File: src/rtl/ps2_key_matrix_pkg.sv
// Shared types and constants for the PS/2 to Spectrum key matrix front end.
package zx_kbd_pkg;

    // Receiver frame position
    typedef enum logic [1:0] {IDLE, DATA, PARITY, STOP} rx_state_e;

    // Matrix coordinate of a decoded key; hit=0 means the code is not mapped
    typedef struct packed {
        logic       hit;
        logic [2:0] row;
        logic [2:0] col;
    } key_pos_t;

    // Set-2 scan codes with special meaning
    localparam logic [7:0] SC_EXT    = 8'hE0;
    localparam logic [7:0] SC_BRK    = 8'hF0;
    localparam logic [7:0] SC_F1     = 8'h05;
    localparam logic [7:0] SC_F11    = 8'h78;
    localparam logic [7:0] SC_BKSP   = 8'h66;
    localparam logic [7:0] SC_LSHIFT = 8'h12;
    localparam logic [7:0] SC_RSHIFT = 8'h59;
    localparam logic [7:0] SC_CTRL   = 8'h14;
    localparam logic [7:0] SC_RALT   = 8'h11;
    localparam logic [7:0] SC_ENTER  = 8'h5A;

    // Row/column positions of the keys the decoder treats specially
    localparam int unsigned ROW_CAPS  = 0;
    localparam int unsigned COL_CAPS  = 0;
    localparam int unsigned ROW_0     = 4;
    localparam int unsigned COL_0     = 0;
    localparam int unsigned ROW_ENTER = 6;
    localparam int unsigned COL_ENTER = 0;
    localparam int unsigned ROW_SYM   = 7;
    localparam int unsigned COL_SYM   = 1;

    function automatic key_pos_t at(input int unsigned r, input int unsigned c);
        return '{hit: 1'b1, row: 3'(r), col: 3'(c)};
    endfunction

    // Translate a make/break key code into its matrix position
    function automatic key_pos_t key_map(input logic [7:0] code, input logic ext);
        key_pos_t k;
        k = '0;
        if (ext) begin
            case (code)
                SC_ENTER:         k = at(ROW_ENTER, COL_ENTER);
                SC_CTRL, SC_RALT: k = at(ROW_SYM, COL_SYM);
                default:          k = '0;
            endcase
        end else begin
            case (code)
                SC_LSHIFT, SC_RSHIFT: k = at(ROW_CAPS, COL_CAPS);
                8'h1A: k = at(0, 1);  8'h22: k = at(0, 2);  8'h21: k = at(0, 3);  8'h2A: k = at(0, 4);
                8'h1C: k = at(1, 0);  8'h1B: k = at(1, 1);  8'h23: k = at(1, 2);  8'h2B: k = at(1, 3);
                8'h34: k = at(1, 4);
                8'h15: k = at(2, 0);  8'h1D: k = at(2, 1);  8'h24: k = at(2, 2);  8'h2D: k = at(2, 3);
                8'h2C: k = at(2, 4);
                8'h16: k = at(3, 0);  8'h1E: k = at(3, 1);  8'h26: k = at(3, 2);  8'h25: k = at(3, 3);
                8'h2E: k = at(3, 4);
                8'h45: k = at(4, 0);  8'h46: k = at(4, 1);  8'h3E: k = at(4, 2);  8'h3D: k = at(4, 3);
                8'h36: k = at(4, 4);
                8'h4D: k = at(5, 0);  8'h44: k = at(5, 1);  8'h43: k = at(5, 2);  8'h3C: k = at(5, 3);
                8'h35: k = at(5, 4);
                SC_ENTER: k = at(ROW_ENTER, COL_ENTER);
                8'h4B: k = at(6, 1);  8'h42: k = at(6, 2);  8'h3B: k = at(6, 3);  8'h33: k = at(6, 4);
                8'h29: k = at(7, 0);
                SC_CTRL: k = at(ROW_SYM, COL_SYM);
                8'h3A: k = at(7, 2);  8'h31: k = at(7, 3);  8'h32: k = at(7, 4);
                default: k = '0;
            endcase
        end
        return k;
    endfunction

endpackage

File: src/rtl/ps2_key_matrix_if.sv
// ULA port #FE read bus: address from the CPU side, column data back from the keyboard.
interface ps2_key_matrix_if;
    logic [15:0] A;
    logic [4:0]  KEYB;

    modport master (output A, input  KEYB);
    modport slave  (input  A, output KEYB);
endinterface

File: src/rtl/ps2_key_matrix_rx.sv
// PS/2 frame receiver: pin synchronisers, clock glitch filter, bit FSM and idle timeout.
module ps2_rx
    import zx_kbd_pkg::*;
#(
    parameter int FILTER  = 8,
    parameter int TIMEOUT = 28000
) (
    input  logic       clk_sys,
    input  logic       nRESET,
    input  logic       ps2_clk_i,
    input  logic       ps2_dat_i,
    output logic       rx_valid_o,
    output logic [7:0] rx_byte_o
);
    localparam int FW = $clog2(FILTER + 1);
    localparam int TW = $clog2(TIMEOUT + 1);

    logic [1:0]    clk_sync_q, dat_sync_q;
    logic          filt_clk_q;
    logic [FW-1:0] filt_cnt_q;
    logic          filt_flip, fall_edge, dat_bit;

    rx_state_e     state_q;
    logic [2:0]    bit_cnt_q;
    logic [7:0]    shift_q;
    logic          parity_q;
    logic [TW-1:0] tmo_q;
    logic          rx_valid_q;
    logic [7:0]    rx_byte_q;

    // Two-flop synchronisers bring the asynchronous pins into clk_sys
    always_ff @(posedge clk_sys) begin
        if (!nRESET) begin
            clk_sync_q <= 2'b11;
            dat_sync_q <= 2'b11;
        end else begin
            // NOTE: non-blocking keeps each stage one cycle behind the last; blocking would collapse the chain.
            clk_sync_q <= {clk_sync_q[0], ps2_clk_i};
            dat_sync_q <= {dat_sync_q[0], ps2_dat_i};
        end
    end

    assign filt_flip = (clk_sync_q[1] != filt_clk_q) && (filt_cnt_q == FW'(FILTER - 1));
    assign fall_edge = filt_flip && filt_clk_q;
    assign dat_bit   = dat_sync_q[1];

    // Filtered clock follows the pin only after FILTER consecutive differing samples
    always_ff @(posedge clk_sys) begin
        if (!nRESET) begin
            filt_clk_q <= 1'b1;
            filt_cnt_q <= '0;
        end else if (clk_sync_q[1] == filt_clk_q) begin
            filt_cnt_q <= '0;
        end else if (filt_flip) begin
            filt_clk_q <= ~filt_clk_q;
            filt_cnt_q <= '0;
        end else begin
            filt_cnt_q <= filt_cnt_q + 1'b1;
        end
    end

    // Frame FSM: one bit per filtered falling edge, aborting after TIMEOUT idle cycles mid-frame
    always_ff @(posedge clk_sys) begin
        if (!nRESET) begin
            state_q    <= IDLE;
            bit_cnt_q  <= '0;
            shift_q    <= '0;
            parity_q   <= 1'b0;
            tmo_q      <= '0;
            rx_valid_q <= 1'b0;
            rx_byte_q  <= '0;
        end else begin
            rx_valid_q <= 1'b0;
            if (fall_edge || state_q == IDLE) tmo_q <= '0;
            else                              tmo_q <= tmo_q + 1'b1;

            if (state_q != IDLE && !fall_edge && tmo_q == TW'(TIMEOUT - 1)) begin
                state_q <= IDLE;
            end else if (fall_edge) begin
                case (state_q)
                    IDLE: begin
                        if (!dat_bit) begin
                            state_q   <= DATA;
                            bit_cnt_q <= '0;
                        end
                    end
                    DATA: begin
                        shift_q   <= {dat_bit, shift_q[7:1]};
                        bit_cnt_q <= bit_cnt_q + 3'd1;
                        if (bit_cnt_q == 3'd7) state_q <= PARITY;
                    end
                    PARITY: begin
                        parity_q <= dat_bit;
                        state_q  <= STOP;
                    end
                    STOP: begin
                        if (dat_bit && (^{shift_q, parity_q})) rx_valid_q <= 1'b1;
                        rx_byte_q <= shift_q;
                        state_q   <= IDLE;
                    end
                endcase
            end
        end
    end

    assign rx_valid_o = rx_valid_q;
    assign rx_byte_o  = rx_byte_q;
endmodule

File: src/rtl/ps2_key_matrix.sv
// PS/2 keyboard front end for the Spectrum ULA: set-2 decoder, 8x5 key matrix and port #FE column read.
module ps2_key_matrix
    import zx_kbd_pkg::*;
#(
    parameter int FILTER  = 8,
    parameter int TIMEOUT = 28000
) (
    input  logic             clk_sys,
    input  logic             nRESET,
    input  logic             PS2_CLK,
    input  logic             PS2_DAT,
    ps2_key_matrix_if.slave  ula,
    output logic             F1,
    output logic             F11
);
    logic             rx_valid;
    logic [7:0]       rx_byte;
    key_pos_t         pos;

    logic [7:0][4:0]  pressed_q, pressed_d, eff;
    logic             bksp_q, bksp_d, f1_q, f1_d, f11_q, f11_d, ext_q, ext_d, brk_q, brk_d;
    logic [4:0]       col_any;

    ps2_rx #(.FILTER(FILTER), .TIMEOUT(TIMEOUT)) u_rx (
        .clk_sys    (clk_sys),
        .nRESET     (nRESET),
        .ps2_clk_i  (PS2_CLK),
        .ps2_dat_i  (PS2_DAT),
        .rx_valid_o (rx_valid),
        .rx_byte_o  (rx_byte)
    );

    // Decode one received byte into prefix flags, matrix bits and function-key levels
    always_comb begin
        // NOTE: every _d starts from its _q so no branch leaves a variable unassigned (no latches).
        pressed_d = pressed_q;
        bksp_d    = bksp_q;
        f1_d      = f1_q;
        f11_d     = f11_q;
        ext_d     = ext_q;
        brk_d     = brk_q;
        pos       = key_map(rx_byte, ext_q);
        if (rx_valid) begin
            if (rx_byte == SC_EXT) begin
                ext_d = 1'b1;
            end else if (rx_byte == SC_BRK) begin
                brk_d = 1'b1;
            end else begin
                ext_d = 1'b0;
                brk_d = 1'b0;
                if (pos.hit) pressed_d[pos.row][pos.col] = ~brk_q;
                if (!ext_q) begin
                    case (rx_byte)
                        SC_F1:   f1_d   = ~brk_q;
                        SC_F11:  f11_d  = ~brk_q;
                        SC_BKSP: bksp_d = ~brk_q;
                        default: ;
                    endcase
                end
            end
        end
    end

    // Key state registers
    always_ff @(posedge clk_sys) begin
        if (!nRESET) begin
            // NOTE: the matrix is 40 ordinary flops, not a RAM, so it is cleared by reset like any state.
            pressed_q <= '0;
            bksp_q    <= 1'b0;
            f1_q      <= 1'b0;
            f11_q     <= 1'b0;
            ext_q     <= 1'b0;
            brk_q     <= 1'b0;
        end else begin
            pressed_q <= pressed_d;
            bksp_q    <= bksp_d;
            f1_q      <= f1_d;
            f11_q     <= f11_d;
            ext_q     <= ext_d;
            brk_q     <= brk_d;
        end
    end

    // Column read: Backspace lights CAPS and 0 without touching their physical bits
    always_comb begin
        eff                      = pressed_q;
        eff[ROW_CAPS][COL_CAPS]  = pressed_q[ROW_CAPS][COL_CAPS] | bksp_q;
        eff[ROW_0][COL_0]        = pressed_q[ROW_0][COL_0] | bksp_q;
        col_any                  = '0;
        for (int r = 0; r < 8; r++) begin
            if (!ula.A[8 + r]) col_any = col_any | eff[r];
        end
        ula.KEYB = ~col_any;
    end

    assign F1  = f1_q;
    assign F11 = f11_q;
endmodule

File: src/flat_wrapper.sv
// flat-port wrapper written by rule: the top's interface ports become plain ports
module ps2_key_matrix_flat import zx_kbd_pkg::*;
#(
    parameter int FILTER  = 8,
    parameter int TIMEOUT = 28000
)
  (clk_sys, nRESET, PS2_CLK, PS2_DAT, F1, F11, ula_A, ula_KEYB);
  ps2_key_matrix_if ula_i ();
  input  logic clk_sys;
  input  logic nRESET;
  input  logic PS2_CLK;
  input  logic PS2_DAT;
  output logic F1;
  output logic F11;
  input wire logic [$bits(ula_i.A)-1:0] ula_A;
  output wire logic [$bits(ula_i.KEYB)-1:0] ula_KEYB;
  assign ula_i.A = ula_A;
  assign ula_KEYB = ula_i.KEYB;
  ps2_key_matrix #(.FILTER(FILTER), .TIMEOUT(TIMEOUT)) u_core (.clk_sys(clk_sys), .nRESET(nRESET), .PS2_CLK(PS2_CLK), .PS2_DAT(PS2_DAT), .ula(ula_i), .F1(F1), .F11(F11));
endmodule
File: config.mk
export PLATFORM = sky130hd
export DESIGN_NAME = ps2_key_matrix_flat
export DESIGN_NICKNAME = d
export VERILOG_FILES = /design/src/rtl/ps2_key_matrix_pkg.sv /design/src/rtl/ps2_key_matrix_if.sv /design/src/rtl/ps2_key_matrix_rx.sv /design/src/rtl/ps2_key_matrix.sv /design/src/flat_wrapper.sv
export SDC_FILE = /design/constraint.sdc
export NUM_CORES = 1
export LEC_CHECK = 0
export CORE_ASPECT_RATIO = 0.8
export CORE_UTILIZATION = 60
export CTS_CLUSTER_SIZE = 8
export DETAILED_ROUTE_END_ITERATION = 16
export GPL_TIMING_DRIVEN = 1
export MAX_ROUTING_LAYER = met4
export PLACE_DENSITY = 0.8
export SLEW_MARGIN = 40
export SYNTH_ARGS = -nofsm -noshare
export SYNTH_HDL_FRONTEND = slang
export SYNTH_HIERARCHICAL = 1
export SYNTH_SLANG_ARGS = --single-unit
File: constraint.sdc
create_clock -name clk_sys -period 6.9 [get_ports clk_sys]
set_input_delay 1.38 -clock clk_sys [delete_from_list [all_inputs] [get_ports clk_sys]]
set_output_delay 1.38 -clock clk_sys [all_outputs]
set_load 0.05 [all_outputs]
==> flow_summary_export.csv, run 1 <==
group,metric,value,unit
status,outcome,"finished, final reports clean",
timing,clock_skew,0.0107,ns
placement,hpwl,7710,um
clocking,cts.htree.levels,3,
clocking,cts-root-buf,"clkbuf_8",
drt,dr.first_iter.drc_count,320,
yosys,synth_top_family_by_area,"simple AND/OR/NAND/NOR gates",
timing,rsz0062_at_grt,"no",
layout,drive_gt1_frac,0.0851,
clocking,cts_tree,"built",
yosys,yosys.area_share.simple,0.249,
layout,layout_common_cells,"dfxtp_1, nand2_1, mux2i_1",
setup_path,critical_path.top_delay_family,"buffers and inverters",
layout,seq_area,1840,um2
timing,final_max_slew_viol_count,0,
layout,multiInputGateArea,3110,um2
drt,avgViaCountPerCell,6.06,
grt,grt_start_max_net_pins,77,
drt,wl_per_cell,16.5,um
setup_path,startpoint_type,"input pin",
yosys,synth_seq_cells,92,
yosys,yosys_warnings,6,
drt,detail_route.first_pass.iterations,5,
clocking,clk_latency,0.37,ns
layout,area_growth,6.59,%
yosys,synth_edf_count,0,
clocking,clkTransAtPathRegs,0.09,ns
yosys,yosysTopAreaCell,"dfxtp_1",
floorplanning,core_area,8450,um2
placement,io_buffer_count,18,
setup_path,cp_common_cell,"clkdlybuf4s50_1",
layout,fin_nets,605,
clocking,cts_hold_buf,0,
grt,grt-ovfl-total,0,
layout,utilization,0.659,
drt,vias,4167,
setup_path,path_max_fanout,5,
setup_path,r2r_cells,9,
setup_path,worst_ep_required_time,5.52,ns
layout,fillers,715,
power_and_ir_drop,power_leakage,0.00225,uW
setup_path,rr_startpoint,"u_core/u_rx/rx_byte_o[1]",
yosys,synthAdderAreaFrac,0.0336,
timing,worst_slew_pin_slew,0.788,ns
yosys,ys.flop_type,"dfxtp_1",
grt,grt_pass1_vias,3966,
timing,min_period_over_period,0.702,
worst_hold_path,holdPathStages,1,
setup_path,cp.depth,6,
yosys,yosysUniqueCellTypes,74,
timing,relSlewSlack,0.461,
yosys,synth.area.top_cells,"dfxtp_1, mux2i_1, nand2_1",
floorplanning,dieArea,9080,um2
yosys,synthMuxAreaShare,0.140,
clocking,cts_resized,0,
placement,gp_congestion,0.868,
floorplanning,die_h,85.4,um
timing,whs,0.411,ns
yosys,synth_nets,606,
yosys,syn_area_per_cell,9.12,um2
worst_hold_path,worstHoldStart,"u_core/u_rx/dat_sync_q[0]",
drt,drc,0,
power_and_ir_drop,ir_drop,133,uV
timing,fmax,207,MHz
yosys,synth_area,5220,um2
placement,placed_area,5380,um2
timing,final_hold_viol_count,0,
grt,antenna_found_initial,0,
floorplanning,rows,30,
floorplanning,die_w,106,um
timing,layout_min_cycle_time,4.84,ns
setup_path,worstSetupPathType,"input pin to primary output",
layout,final_common_cell,"dfxtp_1",
layout,n_antenna_cell,0,
yosys,synth_top_area_share,0.353,
setup_path,cp-end-kind,"primary output",
setup_path,cpMaxStageDelayCell,"clkdlybuf4s50_1",
yosys,seq_area_frac_synth,0.353,
yosys,netlist_instances,572,
setup_path,critPathLaunch,"ula_A[14]",
setup_path,crit_chain,"clkdlybuf4s50_1, inv_1, a22o_1, a221oi_1, and3b_1, clkdlybuf4s50_1",
setup_path,reg2reg_setup_slack,3.24,ns
setup_path,cpPeakStageDelay,0.80,ns
timing,setup_tns,0,ns
drt,wl,11300,um
grt,track_usage,0.269,
setup_path,cp.arrival,3.46,ns
worst_hold_path,hold_class,"flip-flop to flip-flop",
drt,drtAntennaViolNets,0,
floorplanning,ios,27,
yosys,synth_compound_area_frac,0.135,
job,maxCapViolations,0,
layout,final_cell_area,5560,um2
setup_path,crit_buf_inv,3,
grt,grt_first_pass_wirelength,18700,um
clocking,cts_buffers,9,
power_and_ir_drop,power_density,161,nW/um2
clocking,clockBufferDepth,2,
clocking,post_cts_buffers,0,
floorplanning,start_util,0.618,
timing,setup_viol,0,
yosys,synth_xor_area_frac,0.0396,
yosys,ys_async_sr_fraction,0,
clocking,cts.sinks,92,
## power breakdown
group          switching (uW)  total [uW]  leakage, uW  internal [uW]
sequential              0.673         532     0.000743            532
combinational            17.2        27.0      0.00141           9.80
clock                     192         335    0.0000893            143
total                     210         894      0.00225            684
## cell families after synthesis
family	Yosys count
multiplexers	70
AND/OR/NAND/NOR	235
buffers and inverters	55
XOR/XNOR	22
AO/OA/AOI/OAI	84
flip-flops	92
adder cells (fa/ha/maj)	14
## synth_stat cells (6+ instances only)
library cell	count
dfxtp_1	92
buf_2	8
nand4_1	9
xor2_1	10
mux2i_1	64
nor2_1	30
and3_1	6
a22oi_1	18
nand3_1	38
ha_1	14
inv_1	22
buf_6	6
nand2b_1	15
xnor2_1	11
nand2_1	64
clkbuf_1	17
o21ai_0	6
a21oi_1	10
nor2b_1	31
## worst register-to-register path: cells and delay by family, from the launching register on
kind | cells | cell delay (ns)
flops | 1 | 0.67
fa+ha+maj | 1 | 0.39
buf+inv | 1 | 0.20
mux | 3 | 0.41
compound gates | 2 | 0.99
simple gates | 2 | 0.87
## registers in the layout, summed over array words and instances, names as in the netlist
signal,flops
u_core/u_rx/filt_clk_q,1
u_core/u_rx/dat_sync_q,2
u_core/F1,1
u_core/pressed_q,2
u_core/u_rx/state_q,2
u_core/u_rx/rx_byte_o,8
u_core/ext_q,1
u_core/bksp_q,1
u_core/u_rx/filt_cnt_q,4
u_core/u_rx/parity_q,1
u_core/eff,38
u_core/u_rx/clk_sync_q,2
u_core/F11,1
u_core/u_rx/rx_valid_o,1
u_core/u_rx/shift_q,8
u_core/u_rx/bit_cnt_q,3
u_core/brk_q,1
u_core/u_rx/tmo_q,15
## final cells by class
cell class                      count  area share
Inverter                           22      0.0148
Multi-Input combinational cell    425       0.560
Tap cell                          112      0.0252
Clock buffer                       10      0.0247
Clock inverter                      6     0.00832
Sequential cell                    92       0.332
Timing Repair Buffer               21      0.0355
## metal layers
layer,track usage,share of wire,up-vias
li1,-,-,2037
met2,0.434,0.48,123
met1,0.334,0.45,1999
met5,-,0,-
met3,0.0637,0.056,8
met4,0.0833,0.0075,0
## per-stage QoR
step | total power (uW) | cells | setup WS, ns
2_1_floorplan | 560 | 572 | 3.20
3_3_place_gp | 571 | 672 | 2.09
3_5_place_dp | 572 | 672 | 2.08
4_1_cts | 904 | 688 | 2.07
5_1_grt | 930 | 688 | 2.01
6_report | 894 | 688 | 2.06
## worst paths after layout
| check | endpoint |
|---|---|
| min reg2reg | u_core/u_rx/dat_sync_q[1] |
| max reg2reg | u_core/eff[26] |
| max | ula_KEYB[0] |
| min | u_core/u_rx/dat_sync_q[1] |
No activity file was read; power rests on OpenSTA's default activity.
==> run 2, diff against run 1 <==
CORE_UTILIZATION = 54   (was 60)
PLACE_DENSITY = 0.76   (was 0.8)
clock period = 4 ns   (was 6.9 ns; I/O delays follow)
==> run 2 against run 1 <==
The flow now finishes with violations (design-rule violations). Flip-flop and latch count stayed put. Global-route usage is 2.6 points lower. Highest routed layer unchanged. Critical path depth stayed put. Final area is 2.1% higher.
==> flow_summary_export.csv, run 2 (same netlist as run 1, synthesis figures left out) <==
group,metric,value,unit
layout,fin_nets,608,
timing,worst_slew_pin_slew,0.732,ns
timing,whs,0.404,ns
floorplanning,ios,27,
setup_path,cp_common_cell,"clkdlybuf4s50_1",
clocking,clkTransAtPathRegs,0.06,ns
clocking,cts-root-buf,"clkbuf_16",
setup_path,cp-end-kind,"primary output",
drt,avgViaCountPerCell,6.02,
clocking,post_cts_buffers,0,
floorplanning,core_area,9230,um2
power_and_ir_drop,power_density,308,nW/um2
floorplanning,dieArea,10100,um2
clocking,cts_tree,"built",
setup_path,crit_buf_inv,3,
timing,min_period_over_period,0.894,
setup_path,cpMaxStageDelayCell,"clkdlybuf4s50_1",
job,maxCapViolations,0,
layout,final_common_cell,"dfxtp_1",
layout,drive_gt1_frac,0.0864,
timing,fmax,280,MHz
setup_path,critical_path.top_delay_family,"buffers and inverters",
layout,layout_common_cells,"dfxtp_1, nand2_1, mux2i_1",
drt,wl_per_cell,16.4,um
clocking,cts.sinks,92,
drt,drc,1,
timing,relSlewSlack,0.511,
setup_path,worstSetupPathType,"input pin to primary output",
grt,grt_first_pass_wirelength,19300,um
worst_hold_path,hold_class,"flip-flop to flip-flop",
status,violations,"design-rule violations",
grt,track_usage,0.243,
floorplanning,start_util,0.565,
floorplanning,die_w,112,um
setup_path,crit_chain,"clkdlybuf4s50_1, inv_1, a22o_1, a221oi_1, and3b_1, clkdlybuf4s50_1",
grt,grt-ovfl-total,0,
drt,detail_route.first_pass.iterations,11,
setup_path,worst_ep_required_time,3.20,ns
placement,gp_congestion,0.880,
drt,drtAntennaViolNets,0,
placement,io_buffer_count,18,
clocking,clk_latency,0.34,ns
timing,setup_tns,0,ns
drt,wl,11400,um
setup_path,path_max_fanout,5,
layout,largest_register_ffs,38,
layout,area_growth,8.87,%
timing,layout_min_cycle_time,3.58,ns
floorplanning,rows,31,
status,outcome,"finished with violations",
placement,hpwl,7820,um
power_and_ir_drop,power_leakage,0.00230,uW
timing,final_max_slew_viol_count,0,
clocking,clockBufferDepth,2,
setup_path,cp.arrival,2.78,ns
setup_path,cpPeakStageDelay,0.80,ns
grt,grt_pass1_vias,4177,
clocking,cts.htree.levels,3,
clocking,cts_hold_buf,0,
drt,dr.first_iter.drc_count,349,
drt,vias,4179,
clocking,cts_buffers,9,
timing,clock_skew,0.00883,ns
grt,grt_start_max_net_pins,44,
setup_path,startpoint_type,"input pin",
floorplanning,die_h,89.9,um
clocking,cts_resized,0,
power_and_ir_drop,ir_drop,224,uV
timing,final_hold_viol_count,0,
timing,rsz0062_at_grt,"no",
power_and_ir_drop,power,1750,uW
timing,setup_viol,0,
grt,antenna_found_initial,0,
layout,n_antenna_cell,0,
## run 2: cell count changes in the layout (fill, tap and decap cells not counted), sizes merged
| cell | before | now |
|---|---|---|
| clkinv | 2 | 1 |
| clkinvlp | 2 | 3 |
| buf | 4 | 7 |
## run 2: layout make-up
cell class,instances,area [um2]
Fill cell,792,3550
Inverter,22,82.6
Multi-Input combinational cell,425,3120
Timing Repair Buffer,24,220
Clock buffer,10,229
Clock inverter,6,47.5
Sequential cell,92,1840
Tap cell,115,144
## run 2: worst reg2reg max path, stage by stage (launching register included)
cell and delay [ns]:
dfxtp_1 0.65, inv_1 0.20, ha_1 0.28, nor2b_1 0.15
o311a_1 0.30, nor4b_1 0.41, a311o_1 0.37, nor3b_4 0.53
nand3_1 0.17, mux2i_1 0.16
## run 2: worst paths after layout
path	startpoint	endpoint	slack (ns)	cells past startpoint
max	ula_A[14]	ula_KEYB[0]	0.42	6
min	u_core/u_rx/clk_sync_q[0]	u_core/u_rx/clk_sync_q[1]	0.40	1
max reg2reg	u_core/u_rx/rx_byte_o[1]	u_core/eff[10]	0.65	9
min reg2reg	u_core/u_rx/clk_sync_q[0]	u_core/u_rx/clk_sync_q[1]	0.40	1
## run 2: layer usage
| metal | part of all wire | track usage |
|---|---|---|
| met1 | 0.45 | 0.313 |
| met2 | 0.47 | 0.376 |
| met3 | 0.070 | 0.0593 |
| met4 | 0.010 | 0.0755 |
| met5 | 0 | - |
## run 2: through the flow
stage                     worst slack [ns]   util  std cells  cell area [um2]
after floorplan                       1.37      -        572             5220
after global placement               0.390  0.585        678             5400
after detailed placement             0.443  0.585        678             5400
after CTS                            0.438  0.615        694             5680
after global routing                 0.313  0.615        694             5680
final                                0.425  0.615        694             5680
## run 2: power by group
part / switching (uW) / internal [uW] / total, uW / leakage, uW
logic: 29.3 / 16.8 / 46.1 / 0.00143
registers: 1.24 / 918 / 919 / 0.000742
clock network: 361 / 427 / 787 / 0.000127
total: 392 / 1360 / 1750 / 0.00230
==> run 3, diff against run 2 <==
CORE_MARGIN = 1.5   (was not set)
==> run 3 against run 2 <==
The flow now finishes without violations. Combinational power hardly changed. Clock power is 2% lower. Worst setup slack better by 0.15 ns. Via count is 1.1% higher. Core utilization is 0.20 points lower. Total power is 0.94% lower.
==> flow_summary_export.csv, run 3 (same netlist as run 1, synthesis figures left out) <==
group,metric,value,unit
power_and_ir_drop,p_seq_frac,0.529,
drt,dr.first_iter.drc_count,206,
grt,grt-ovfl-total,0,
placement,io_buffer_count,18,
worst_hold_path,worstHoldStart,"u_core/u_rx/dat_sync_q[0]",
setup_path,rr_startpoint,"u_core/u_rx/rx_byte_o[1]",
grt,track_usage,0.235,
setup_path,worstSetupPathType,"input pin to primary output",
setup_path,reg2reg_setup_slack,0.64,ns
power_and_ir_drop,p_clk_frac,0.444,
timing,final_hold_viol_count,0,
clocking,cts.sinks,92,
setup_path,path_max_fanout,5,
layout,fin_nets,607,
grt,met1_usage,0.306,
drt,avgViaCountPerCell,6.10,
layout,utilization,0.613,
layout,largest_register_ffs,38,
setup_path,timing.rr.end,"u_core/eff[29]",
worst_hold_path,hold_end,"u_core/u_rx/dat_sync_q[1]",
clocking,clk_latency,0.34,ns
grt,grt.busiest_layer,"met2",
status,outcome,"finished, final reports clean",
floorplanning,die_w,113,um
power_and_ir_drop,power_leakage,0.00230,uW
timing,relSlewSlack,0.441,
setup_path,startpoint_type,"input pin",
worst_hold_path,hold_class,"flip-flop to flip-flop",
layout,drive_gt1_frac,0.0865,
floorplanning,ios,27,
grt,grt_start_max_net_pins,44,
clocking,cts_buffers,9,
clocking,cts_tree,"built",
drt,drtAntennaViolNets,0,
floorplanning,rows,31,
drt,detail_route.first_pass.iterations,5,
setup_path,cp_common_cell,"clkdlybuf4s50_1",
clocking,clockBufferDepth,2,
placement,gp_congestion,0.881,
setup_path,cpMaxStageDelayCell,"clkdlybuf4s50_1",
setup_path,r2r_cells,9,
drt,vias,4225,
layout,layout_common_cells,"dfxtp_1, nand2_1, mux2i_1",
timing,min_period_over_period,0.857,
layout,area_growth,8.51,%
setup_path,cp.arrival,2.63,ns
timing,final_max_slew_viol_count,0,
layout,stdcell_count,693,
floorplanning,dieArea,10300,um2
worst_hold_path,holdPathStages,1,
setup_path,cpPeakStageDelay,0.81,ns
grt,antenna_found_initial,0,
setup_path,cp-end-kind,"primary output",
timing,worst_slew_pin_slew,0.818,ns
clocking,cts_resized,0,
setup_path,crit_buf_inv,3,
timing,setup_tns,0,ns
power_and_ir_drop,p_int,1360,uW
power_and_ir_drop,ir_drop,291,uV
setup_path,crit_chain,"clkdlybuf4s50_1, inv_1, a22oi_1, and4_1, clkdlybuf4s50_1",
grt,grt_first_pass_wirelength,19200,um
power_and_ir_drop,power,1740,uW
clocking,cts_hold_buf,0,
clocking,clkTransAtPathRegs,0.06,ns
layout,final_common_cell,"dfxtp_1",
drt,wl_per_cell,16.3,um
placement,hpwl,7800,um
grt,met2_usage,0.370,
placement,place_inst,677,
clocking,cts-root-buf,"clkbuf_16",
timing,setup_ws,0.572,ns
power_and_ir_drop,switching_share,0.218,
clocking,cts.htree.levels,3,
timing,setup_viol,0,
job,maxCapViolations,0,
floorplanning,core_area,9230,um2
timing,clock_skew,0.00704,ns
power_and_ir_drop,power_switching,378,uW
timing,layout_min_cycle_time,3.43,ns
power_and_ir_drop,power_density,307,nW/um2
floorplanning,die_h,90.9,um
timing,rsz0062_at_grt,"no",
floorplanning,start_util,0.565,
setup_path,worst_ep_required_time,3.20,ns
layout,n_antenna_cell,0,
placement,place_ws,0.579,ns
clocking,post_cts_buffers,0,
drt,wl,11300,um
drt,drc,0,
setup_path,critical_path.top_delay_family,"buffers and inverters",
power_and_ir_drop,comb_power_share,0.026,
timing,fmax,292,MHz
grt,grt_pass1_vias,4033,
grt,grt_use_met3,0.0494,
## run 3: routing by layer
layer | wire (um) | part of all wire | vias up
met3 | 699 | 0.062 | 21
met1 | 5090 | 0.45 | 2040
met5 | 0 | 0 | -
met2 | 5330 | 0.47 | 120
met4 | 183 | 0.016 | 0
li1 | - | - | 2044
## run 3: final cells by class
cell class              instances  area (um2)
clock inverters                 5        35.0
multi-input cells             425        3110
fillers                       775        3570
inverters                      22        82.6
well taps                     115         144
repair buffers                 23         210
clock buffers                  11         233
flip-flops and latches         92        1840
## run 3: worst reg2reg max path, delay by kind of cell, from the launching register on
kind | cells | cell delay [ns]
muxes | 3 | 0.39
and+or+nand+nor | 2 | 0.57
buffers and inverters | 1 | 0.19
adders and majority gates | 1 | 0.41
AOI/OAI and AO/OA | 2 | 1.03
DFF | 1 | 0.64
## run 3: stage by stage
| step | hold slack, ns | instance area [um2] |
|---|---|---|
| after floorplan | 0.386 | 5220 |
| after global placement | 0.390 | 5390 |
| after detailed placement | 0.402 | 5390 |
| after CTS | 0.418 | 5660 |
| after global routing | 0.449 | 5660 |
| final | 0.411 | 5660 |
## run 3: power by group through the flow
stage	sequential (uW)	combinational (uW)	clock (uW)
after floorplan	940	26.5	0
after global placement	940	44.6	0
after detailed placement	940	45.2	0
after CTS	919	45.4	790
after global routing	919	49.3	831
final	919	45.9	771
## run 3: worst max-delay path by stage
stage,from,end,slack [ns],depth (start not counted)
floorplan,u_core/u_rx/rx_byte_o[1],u_core/eff[13],1.37,11
global placement,ula_A[12],ula_KEYB[4],0.58,5
detailed placement,ula_A[12],ula_KEYB[4],0.58,5
CTS,ula_A[12],ula_KEYB[4],0.58,5
global route,ula_A[12],ula_KEYB[4],0.47,5
finish,ula_A[12],ula_KEYB[4],0.57,5
